[config.mk]
export PLATFORM = sky130hd
export DESIGN_NAME = seq_pattern_gen_flat
export DESIGN_NICKNAME = d
export VERILOG_FILES = /design/src/rtl/seq_pkg.sv /design/src/rtl/seq_pattern_gen_if.sv /design/src/rtl/seq_piso.sv /design/src/rtl/seq_pattern_gen.sv /design/src/flat_wrapper.sv
export SDC_FILE = /design/constraint.sdc
export NUM_CORES = 1
export LEC_CHECK = 0
export CAP_MARGIN = 20
export CELL_PAD_IN_SITES_DETAIL_PLACEMENT = 1
export CELL_PAD_IN_SITES_GLOBAL_PLACEMENT = 2
export CORE_MARGIN = 2
export CORE_UTILIZATION = 34
export CTS_CLUSTER_SIZE = 8
export DETAILED_ROUTE_END_ITERATION = 10
export DONT_BUFFER_PORTS = 1
export GPL_TIMING_DRIVEN = 0
export PLACE_DENSITY_LB_ADDON = 0.12
export SYNTH_ARGS = -nofsm -noshare
export SYNTH_HDL_FRONTEND = slang
export SYNTH_HIERARCHICAL = 1
export SYNTH_SLANG_ARGS = --single-unit
[constraint.sdc]
create_clock -name clk -period 1.89 [get_ports clk]
set_input_delay 0.378 -clock clk [delete_from_list [all_inputs] [get_ports clk]]
set_output_delay 0.378 -clock clk [all_outputs]
set_load 0.02 [all_outputs]
[src/rtl/seq_pkg.sv]
// Shared definitions for the serial pattern generator and its companion detector.
package seq_pkg;
    typedef enum logic [1:0] {IDLE, SEND, GAP, DONE} state_e;
    localparam int            DEFAULT_PAT_W   = 4;
    localparam logic [3:0]    DEFAULT_PATTERN = 4'b1110;
endpackage

[src/rtl/seq_pattern_gen_if.sv]
// Request/stream bundle between a controller (master) and the pattern generator (slave).
interface seq_pattern_gen_if #(
    parameter int CNT_W = 8
) ();
    logic             start;
    logic [CNT_W-1:0] rpt_i;
    logic [3:0]       gap_i;
    logic             bit_ready_i;
    logic             bit_o;
    logic             bit_valid_o;
    logic             busy_o;
    logic             done_o;

    modport master (
        output start, rpt_i, gap_i, bit_ready_i,
        input  bit_o, bit_valid_o, busy_o, done_o
    );

    modport slave (
        input  start, rpt_i, gap_i, bit_ready_i,
        output bit_o, bit_valid_o, busy_o, done_o
    );
endinterface

[src/rtl/seq_piso.sv]
// Parallel-in serial-out shift register, MSB first; load wins over shift.
module seq_piso #(
    parameter int W = 4
) (
    input  logic         clk,
    input  logic         rst,
    input  logic         load,
    input  logic         shift,
    input  logic [W-1:0] par_i,
    output logic         ser_o
);
    logic [W-1:0] sr_q, sr_d;

    always_comb begin
        sr_d = sr_q;
        if (load)       sr_d = par_i;
        else if (shift) sr_d = sr_q << 1;
    end

    always_ff @(posedge clk) begin
        if (rst) sr_q <= '0;
        else     sr_q <= sr_d;
    end

    assign ser_o = sr_q[W-1];
endmodule

[src/rtl/seq_pattern_gen.sv]
// Emits PATTERN serially rpt times with gap zero-bits between repetitions,
// under a valid/ready handshake, then pulses done.
module seq_pattern_gen
    import seq_pkg::*;
#(
    parameter int             PAT_W   = DEFAULT_PAT_W,
    parameter logic [PAT_W-1:0] PATTERN = DEFAULT_PATTERN,
    parameter int             CNT_W   = 8
) (
    input  logic             clk,
    input  logic             rst,
    seq_pattern_gen_if.slave bus
);
    localparam int               BIT_W    = (PAT_W > 1) ? $clog2(PAT_W) : 1;
    localparam logic [BIT_W-1:0] LAST_IDX = BIT_W'(PAT_W - 1);

    state_e           state_q, state_d;
    logic [CNT_W-1:0] rpt_q, rpt_d;
    logic [3:0]       gap_q, gap_d;
    logic [3:0]       gap_cnt_q, gap_cnt_d;
    logic [BIT_W-1:0] bit_cnt_q, bit_cnt_d;
    logic             load, shift, ser;

    seq_piso #(.W(PAT_W)) u_piso (
        .clk   (clk),
        .rst   (rst),
        .load  (load),
        .shift (shift),
        .par_i (PATTERN),
        .ser_o (ser)
    );

    always_comb begin
        state_d   = state_q;
        rpt_d     = rpt_q;
        gap_d     = gap_q;
        gap_cnt_d = gap_cnt_q;
        bit_cnt_d = bit_cnt_q;
        load      = 1'b0;
        shift     = 1'b0;
        case (state_q)
            IDLE: begin
                if (bus.start) begin
                    rpt_d     = bus.rpt_i;
                    gap_d     = bus.gap_i;
                    bit_cnt_d = LAST_IDX;
                    load      = 1'b1;
                    state_d   = (bus.rpt_i == '0) ? DONE : SEND;
                end
            end
            SEND: begin
                if (bus.bit_ready_i) begin
                    if (bit_cnt_q == '0) begin
                        // Testing the pre-decrement value keeps rpt = all-ones from wrapping.
                        rpt_d = rpt_q - 1'b1;
                        if (rpt_q == CNT_W'(1)) begin
                            state_d = DONE;
                        end else if (gap_q == 4'd0) begin
                            load      = 1'b1;
                            bit_cnt_d = LAST_IDX;
                        end else begin
                            gap_cnt_d = gap_q;
                            state_d   = GAP;
                        end
                    end else begin
                        shift     = 1'b1;
                        bit_cnt_d = bit_cnt_q - 1'b1;
                    end
                end
            end
            GAP: begin
                if (bus.bit_ready_i) begin
                    if (gap_cnt_q == 4'd1) begin
                        load      = 1'b1;
                        bit_cnt_d = LAST_IDX;
                        state_d   = SEND;
                    end else begin
                        gap_cnt_d = gap_cnt_q - 4'd1;
                    end
                end
            end
            DONE:    state_d = IDLE;
            default: state_d = IDLE;
        endcase
    end

    always_ff @(posedge clk) begin
        if (rst) begin
            state_q   <= IDLE;
            rpt_q     <= '0;
            gap_q     <= '0;
            gap_cnt_q <= '0;
            bit_cnt_q <= '0;
        end else begin
            state_q   <= state_d;
            rpt_q     <= rpt_d;
            gap_q     <= gap_d;
            gap_cnt_q <= gap_cnt_d;
            bit_cnt_q <= bit_cnt_d;
        end
    end

    // Outputs decode the registered state only, so they cannot move while ready is low.
    assign bus.bit_valid_o = (state_q == SEND) || (state_q == GAP);
    assign bus.bit_o       = (state_q == SEND) && ser;
    assign bus.busy_o      = (state_q != IDLE);
    assign bus.done_o      = (state_q == DONE);
endmodule

[src/flat_wrapper.sv]
// flat-port wrapper written by rule: the top's interface ports become plain ports
module seq_pattern_gen_flat import seq_pkg::*;
#(
    parameter int             PAT_W   = DEFAULT_PAT_W,
    parameter logic [PAT_W-1:0] PATTERN = DEFAULT_PATTERN,
    parameter int             CNT_W   = 8
)
  (clk, rst, bus_start, bus_rpt_i, bus_gap_i, bus_bit_ready_i, bus_bit_o, bus_bit_valid_o, bus_busy_o, bus_done_o);
  seq_pattern_gen_if #(.CNT_W(CNT_W)) bus_i ();
  input  logic clk;
  input  logic rst;
  input wire logic [$bits(bus_i.start)-1:0] bus_start;
  input wire logic [$bits(bus_i.rpt_i)-1:0] bus_rpt_i;
  input wire logic [$bits(bus_i.gap_i)-1:0] bus_gap_i;
  input wire logic [$bits(bus_i.bit_ready_i)-1:0] bus_bit_ready_i;
  output wire logic [$bits(bus_i.bit_o)-1:0] bus_bit_o;
  output wire logic [$bits(bus_i.bit_valid_o)-1:0] bus_bit_valid_o;
  output wire logic [$bits(bus_i.busy_o)-1:0] bus_busy_o;
  output wire logic [$bits(bus_i.done_o)-1:0] bus_done_o;
  assign bus_i.start = bus_start;
  assign bus_i.rpt_i = bus_rpt_i;
  assign bus_i.gap_i = bus_gap_i;
  assign bus_i.bit_ready_i = bus_bit_ready_i;
  assign bus_bit_o = bus_i.bit_o;
  assign bus_bit_valid_o = bus_i.bit_valid_o;
  assign bus_busy_o = bus_i.busy_o;
  assign bus_done_o = bus_i.done_o;
  seq_pattern_gen #(.PAT_W(PAT_W), .PATTERN(PATTERN), .CNT_W(CNT_W)) u_core (.clk(clk), .rst(rst), .bus(bus_i));
endmodule
==> results.json, run 1 <==
{
  "fin_area_um2": 2030,
  "crit_required_ns": 2.08,
  "rows": 25,
  "postCtsHoldBufs": 0,
  "grt_start_max_net_pins": 13,
  "hpwl_um": 3560,
  "grt_usage_pct": 19.1,
  "grt_pass1_vias": 1584,
  "cts_tree": "yes",
  "swShare_pct": 46.1,
  "via_count": 1590,
  "antenna_found_initial": 0,
  "core_region_area_um2": 4660,
  "crit_type": "register to register",
  "yosysUniqueCellTypes": 55,
  "relSlewSlack_pct": 62.8,
  "fin_setup_tns_ns": 0,
  "placed_area_um2": 1710,
  "synthArstFlopShare_pct": 0,
  "pre_cts_ws_ns": -0.460,
  "cellPowerDensity_nw_per_um2": 1790,
  "clock-sinks": 24,
  "synth_edf_count": 0,
  "final_common_cell": "dfxtp_1",
  "period_share_pct": 97.7,
  "hold_viol": 0,
  "yosysSeqAreaShare_pct": 29.4,
  "yosys_most_used_dff": "dfxtp_1",
  "worst_pin_slew_ns": 0.557,
  "grt_overflow": 0,
  "grt_pass1_wl_um": 8040,
  "clkLatencyLatePin_ns": 0.26,
  "rsz0062_at_grt": "true",
  "firstDrtPassIters": 4,
  "max_freq_mhz": 542,
  "slew_viol_final": 0,
  "cts_buffers": 3,
  "final_layout_size_suffix_gt1_share_pct": 30.5,
  "layout_common_cells": "20 x dfxtp_1, 15 x a21oi_1, 12 x nand2_1, 11 x buf_4",
  "synth_warnings": 6,
  "portBuffers": 0,
  "die_y_um": 73.3,
  "finalCriticalPeriod_ns": 1.85,
  "wl_per_cell_um": 18.6,
  "antenna_left": 0,
  "status": "complete, no violations",
  "hp-class": "primary input to register",
  "total_power_mw": 3.65,
  "power_frac_seq_pct": 24.4,
  "die-width_um": 73.3,
  "h-tree-depth": 1,
  "layout_setup_ws_ns": 0.0435,
  "power.share.combinational_pct": 67.1,
  "synth.avg_cell_area_um2": 8.28,
  "io_pins": 20,
  "nNetsFinal": 241,
  "arrival_ns": 2.04,
  "ys_ff_latch": 24,
  "critPathMaxFanout": 3,
  "switchingPower_mw": 1.68,
  "gp_congestion": 0.841,
  "clk_pin_slew_worst_paths_ns": 0.09,
  "clkPwrFrac_pct": 8.5,
  "p_leak_nw": 0.716,
  "ir_worst_vdd_v": 0.000933,
  "drv_cap": 0,
  "diodes": 0,
  "intPower_mw": 1.97,
  "routed_via_density": 5.96,
  "dp.cells": 253,
  "totalWireLength_um": 4970,
  "fin_cells": 267,
  "start_util_pct": 35.0,
  "dieArea_um2": 5370,
  "syn2layout_area_growth_pct": 24.5,
  "drc": 0,
  "nFillCells": 547,
  "clock_skew_ns": 0.00449,
  "drtIter0Drc": 28,
  "synth_cells": 197,
  "crit_path_end_kind": "register",
  "cts-root-buf": "clkbuf_8",
  "timing.final.setup_violations": 0,
  "syn_area_um2": 1630,
  "clk_path_buf_depth": 2,
  "critPathLaunchType": "register"
}
## routing by layer
metal  share of wire [%]  up-vias  routed length, um  global-route usage [%]
met3                 2.1        2                104                    2.74
met2                  53       22               2610                    34.1
met4                0.50        0                 25                    3.29
met5                   0        -                  0                       0
li1                    -      765                  -                       -
met1                  45      801               2220                    24.6
## cells by family (layout without fill, tap and decap cells)
family                   after synthesis  count (layout)  synth area share, %
buffers and inverters                 21              35                 5.14
multiplexers                           5               5                 3.22
adder cells (fa/ha/maj)               10              10                 7.67
other                                  2               4                0.460
AO/OA/AOI/OAI                         61              61                 26.8
flip-flops                            24              24                 29.4
AND/OR/NAND/NOR                       74              74                 27.2
## sequential cells by signal, indices dropped and copies added (netlist names)
register	cells
u_core/bit_cnt_q	2
u_core/gap_cnt_q	4
u_core/u_piso/sr_q	4
u_core/state_q	2
u_core/rpt_q	8
u_core/gap_q	4
## worst max-delay path, stage by stage, from the launching register on
cell,delay [ns]
dfxtp_2,0.34
inv_2,0.07
ha_4,0.12
or3b_4,0.41
a21oi_4,0.19
nand3_2,0.11
a31oi_4,0.24
inv_2,0.09
a211oi_2,0.21
## per-stage QoR
step / util, % / hold WS [ns]
detailed placement: 36.6 / 0.457
CTS: 40.9 / 0.157
finish: 43.6 / 0.159
global route: 43.6 / 0.144
global placement: 36.6 / 0.449
floorplan: - / 0.447
## synth_stat cells, types with 3 or more instances
| cell | instances | area share (%) |
|---|---|---|
| nand3_1 | 11 | 3.4 |
| ha_1 | 10 | 7.7 |
| nand2b_1 | 3 | 1.2 |
| nand2_1 | 13 | 3.0 |
| a31oi_1 | 5 | 1.9 |
| nor3_1 | 3 | 0.92 |
| inv_1 | 13 | 3.0 |
| dfxtp_1 | 24 | 29 |
| a211oi_1 | 7 | 3.2 |
| buf_2 | 4 | 1.2 |
| or3_1 | 3 | 1.2 |
| o21ai_1 | 3 | 0.92 |
| nor2b_1 | 6 | 2.3 |
| o22ai_1 | 3 | 1.2 |
| nor2_1 | 11 | 2.5 |
| mux2i_1 | 3 | 1.8 |
| clkbuf_1 | 3 | 0.69 |
| a21oi_1 | 17 | 5.2 |
| nor4_1 | 4 | 1.5 |
| o31ai_1 | 3 | 1.4 |
| o21ai_0 | 3 | 0.92 |
## power groups by stage
stage                     clock [mW]  combinational [mW]  sequential, mW
after floorplan                    0                1.44           0.825
after global placement             0                1.76           0.866
after detailed placement           0                1.83           0.879
after CTS                      0.322                2.15           0.880
after global routing           0.345                2.67           0.911
final                          0.311                2.45           0.888
## area by class of cell
class | instances | area [um^2] | share of cell area, %
Multi-Input combinational cell | 154 | 1230 | 60.5
Sequential cell | 24 | 490 | 24.1
Timing Repair Buffer | 12 | 87.6 | 4.31
Buffer | 7 | 67.6 | 3.33
Tap cell | 54 | 67.6 | 3.33
Inverter | 13 | 48.8 | 2.40
Clock buffer | 3 | 41.3 | 2.03
## timing repair
item                       4_1_cts  5_1_grt
gates cloned                     0        1
setup endpoints to repair       17       18
setup buffers                    5        6
gates resized for setup         36       19
pin swaps                        4        7
## worst paths after layout
check	startpoint	to	slack [ns]	depth (start not counted)
worst min-delay path	rst	u_core/u_piso/sr_q[0]	0.16	1
worst max-delay path	u_core/gap_cnt_q[1]	u_core/u_piso/sr_q[3]	0.04	8
worst min register to register	u_core/gap_cnt_q[1]	u_core/gap_cnt_q[1]	0.50	2
worst max register to register	u_core/gap_cnt_q[1]	u_core/u_piso/sr_q[3]	0.04	8
(Power assumes the default switching activity.)
==> inputs of run 2 (changes only) <==
Settings changed: CORE_ASPECT_RATIO set to 0.75.
==> results.json, run 2 (synthesis gave the netlist of run 1 again) <==
{
  "slew_viol_final": 0,
  "diodes": 0,
  "grt_pass1_wl_um": 8030,
  "firstDrtPassIters": 4,
  "crit_path_end_kind": "register",
  "power_frac_seq_pct": 23.4,
  "rows": 21,
  "clk_path_buf_depth": 2,
  "die_y_um": 64.0,
  "routed_via_density": 5.86,
  "relSlewSlack_pct": 61.4,
  "arrival_ns": 2.11,
  "wl_per_cell_um": 19.1,
  "layout_setup_ws_ns": -0.00187,
  "grt_usage_pct": 18.8,
  "antenna_found_initial": 0,
  "crit_type": "register to register",
  "grtUsageMet1_pct": 26.7,
  "met3_usage_pct": 3.75,
  "final_layout_size_suffix_gt1_share_pct": 32.4,
  "status": "finished with violations",
  "drtIter0Drc": 57,
  "grt_overflow": 0,
  "top_register": "u_core/rpt_q",
  "die-width_um": 84.0,
  "antenna_left": 0,
  "clkLatencyLatePin_ns": 0.28,
  "clk_pin_slew_worst_paths_ns": 0.10,
  "p_leak_nw": 0.741,
  "hpwl_um": 3510,
  "power.share.combinational_pct": 64.4,
  "io_pins": 20,
  "drc": 0,
  "cellPowerDensity_nw_per_um2": 1840,
  "met2_usage_pct": 30.3,
  "worst_pin_slew_ns": 0.579,
  "grt_start_max_net_pins": 15,
  "max_freq_mhz": 529,
  "violations": "setup timing",
  "portBuffers": 0,
  "h-tree-depth": 1,
  "intPower_mw": 2.14,
  "critPathMaxFanout": 3,
  "dieArea_um2": 5370,
  "finalCriticalPeriod_ns": 1.89,
  "grt_pass1_vias": 1571,
  "layout_common_cells": "19 x dfxtp_1, 16 x a21oi_1, 14 x buf_4, 11 x nand2_1, 11 x nor2_1",
  "postCtsHoldBufs": 0,
  "clock_skew_ns": 0.00314,
  "timing.final.setup_violations": 1,
  "hp-class": "primary input to register",
  "syn2layout_area_growth_pct": 29.8,
  "rsz0062_at_grt": "true",
  "drv_cap": 0,
  "clock-sinks": 24,
  "via_count": 1599,
  "critPathLaunchType": "register",
  "switchingPower_mw": 1.74,
  "cts-root-buf": "clkbuf_8",
  "cts_tree": "yes",
  "cts_buffers": 3,
  "hold_viol": 0,
  "pre_cts_ws_ns": -0.466,
  "period_share_pct": 100,
  "core_region_area_um2": 4550,
  "start_util_pct": 35.9,
  "clkPwrFrac_pct": 12.3,
  "largest_reg_flops": 8,
  "grt_busiest_layer": "met2",
  "swShare_pct": 44.9,
  "crit_required_ns": 2.10,
  "totalWireLength_um": 5210,
  "nNetsFinal": 243,
  "fin_setup_tns_ns": -0.00187,
  "ir_worst_vdd_v": 0.000950,
  "gp_congestion": 0.779,
  "final_common_cell": "dfxtp_1"
}
run 2: cell types whose count changed in the layout (fill, tap and decap cells not counted), sizes merged:
| cell | delta |
|---|---|
| buf | +2 |
| clkinvlp | +2 |
| inv | -2 |
| bufinv | +1 |
run 2: worst paths after layout:
check / endpoint / cells after the start / slack [ns] / start
worst max-delay path: u_core/u_piso/sr_q[0] / 8 / -0.002 / u_core/rpt_q[1]
worst min-delay path: u_core/u_piso/sr_q[1] / 1 / 0.15 / rst
worst max register to register: u_core/u_piso/sr_q[0] / 8 / -0.002 / u_core/rpt_q[1]
worst min register to register: u_core/gap_q[1] / 2 / 0.51 / u_core/gap_q[1]
run 2: cell type report:
cell class              count  area (um^2)
clock inverters             1         30.0
repair buffers             15          134
flip-flops and latches     24          494
inverters                  13         58.8
fillers                   535         2430
clock buffers               3         41.3
well taps                  57         71.3
multi-input cells         154         1230
plain buffers               6         56.3
run 2: worst max-delay path, stage by stage (launching register included):
cell and delay [ns]:
dfxtp_1 0.34, inv_1 0.11, ha_1 0.22, nor3b_4 0.28
a21oi_2 0.12, nand3_2 0.11, a31oi_4 0.12, or3b_1 0.39
a21oi_1 0.15
run 2: through the flow:
stage / hold WS [ns] / utilization [%] / total power [mW] / instance area [um^2] / cells
after floorplan: 0.447 / - / 2.27 / 1640 / 199
after global placement: 0.450 / 37.7 / 2.64 / 1710 / 256
after detailed placement: 0.454 / 37.7 / 2.72 / 1710 / 256
after CTS: 0.149 / 42.6 / 3.52 / 1940 / 263
after global routing: 0.126 / 46.6 / 4.17 / 2120 / 273
final: 0.148 / 46.6 / 3.88 / 2120 / 273
run 2: power by group through the flow:
stage / clock (mW) / sequential (mW) / combinational (mW)
floorplan: 0 / 0.825 / 1.44
global placement: 0 / 0.862 / 1.78
detailed placement: 0 / 0.878 / 1.84
CTS: 0.490 / 0.884 / 2.15
global route: 0.512 / 0.938 / 2.72
finish: 0.477 / 0.908 / 2.50
run 2: timing repair:
action,CTS,global route
setup buffers,4,10
pin swaps,6,9
endpoints found under the setup margin,18,16
resized for setup,38,23
gates cloned,0,1
run 2: metal layers:
metal,part of all wire (%),vias up
li1,-,769
met1,50,800
met2,47,26
met3,3.2,4
met4,0.52,0
met5,0,-
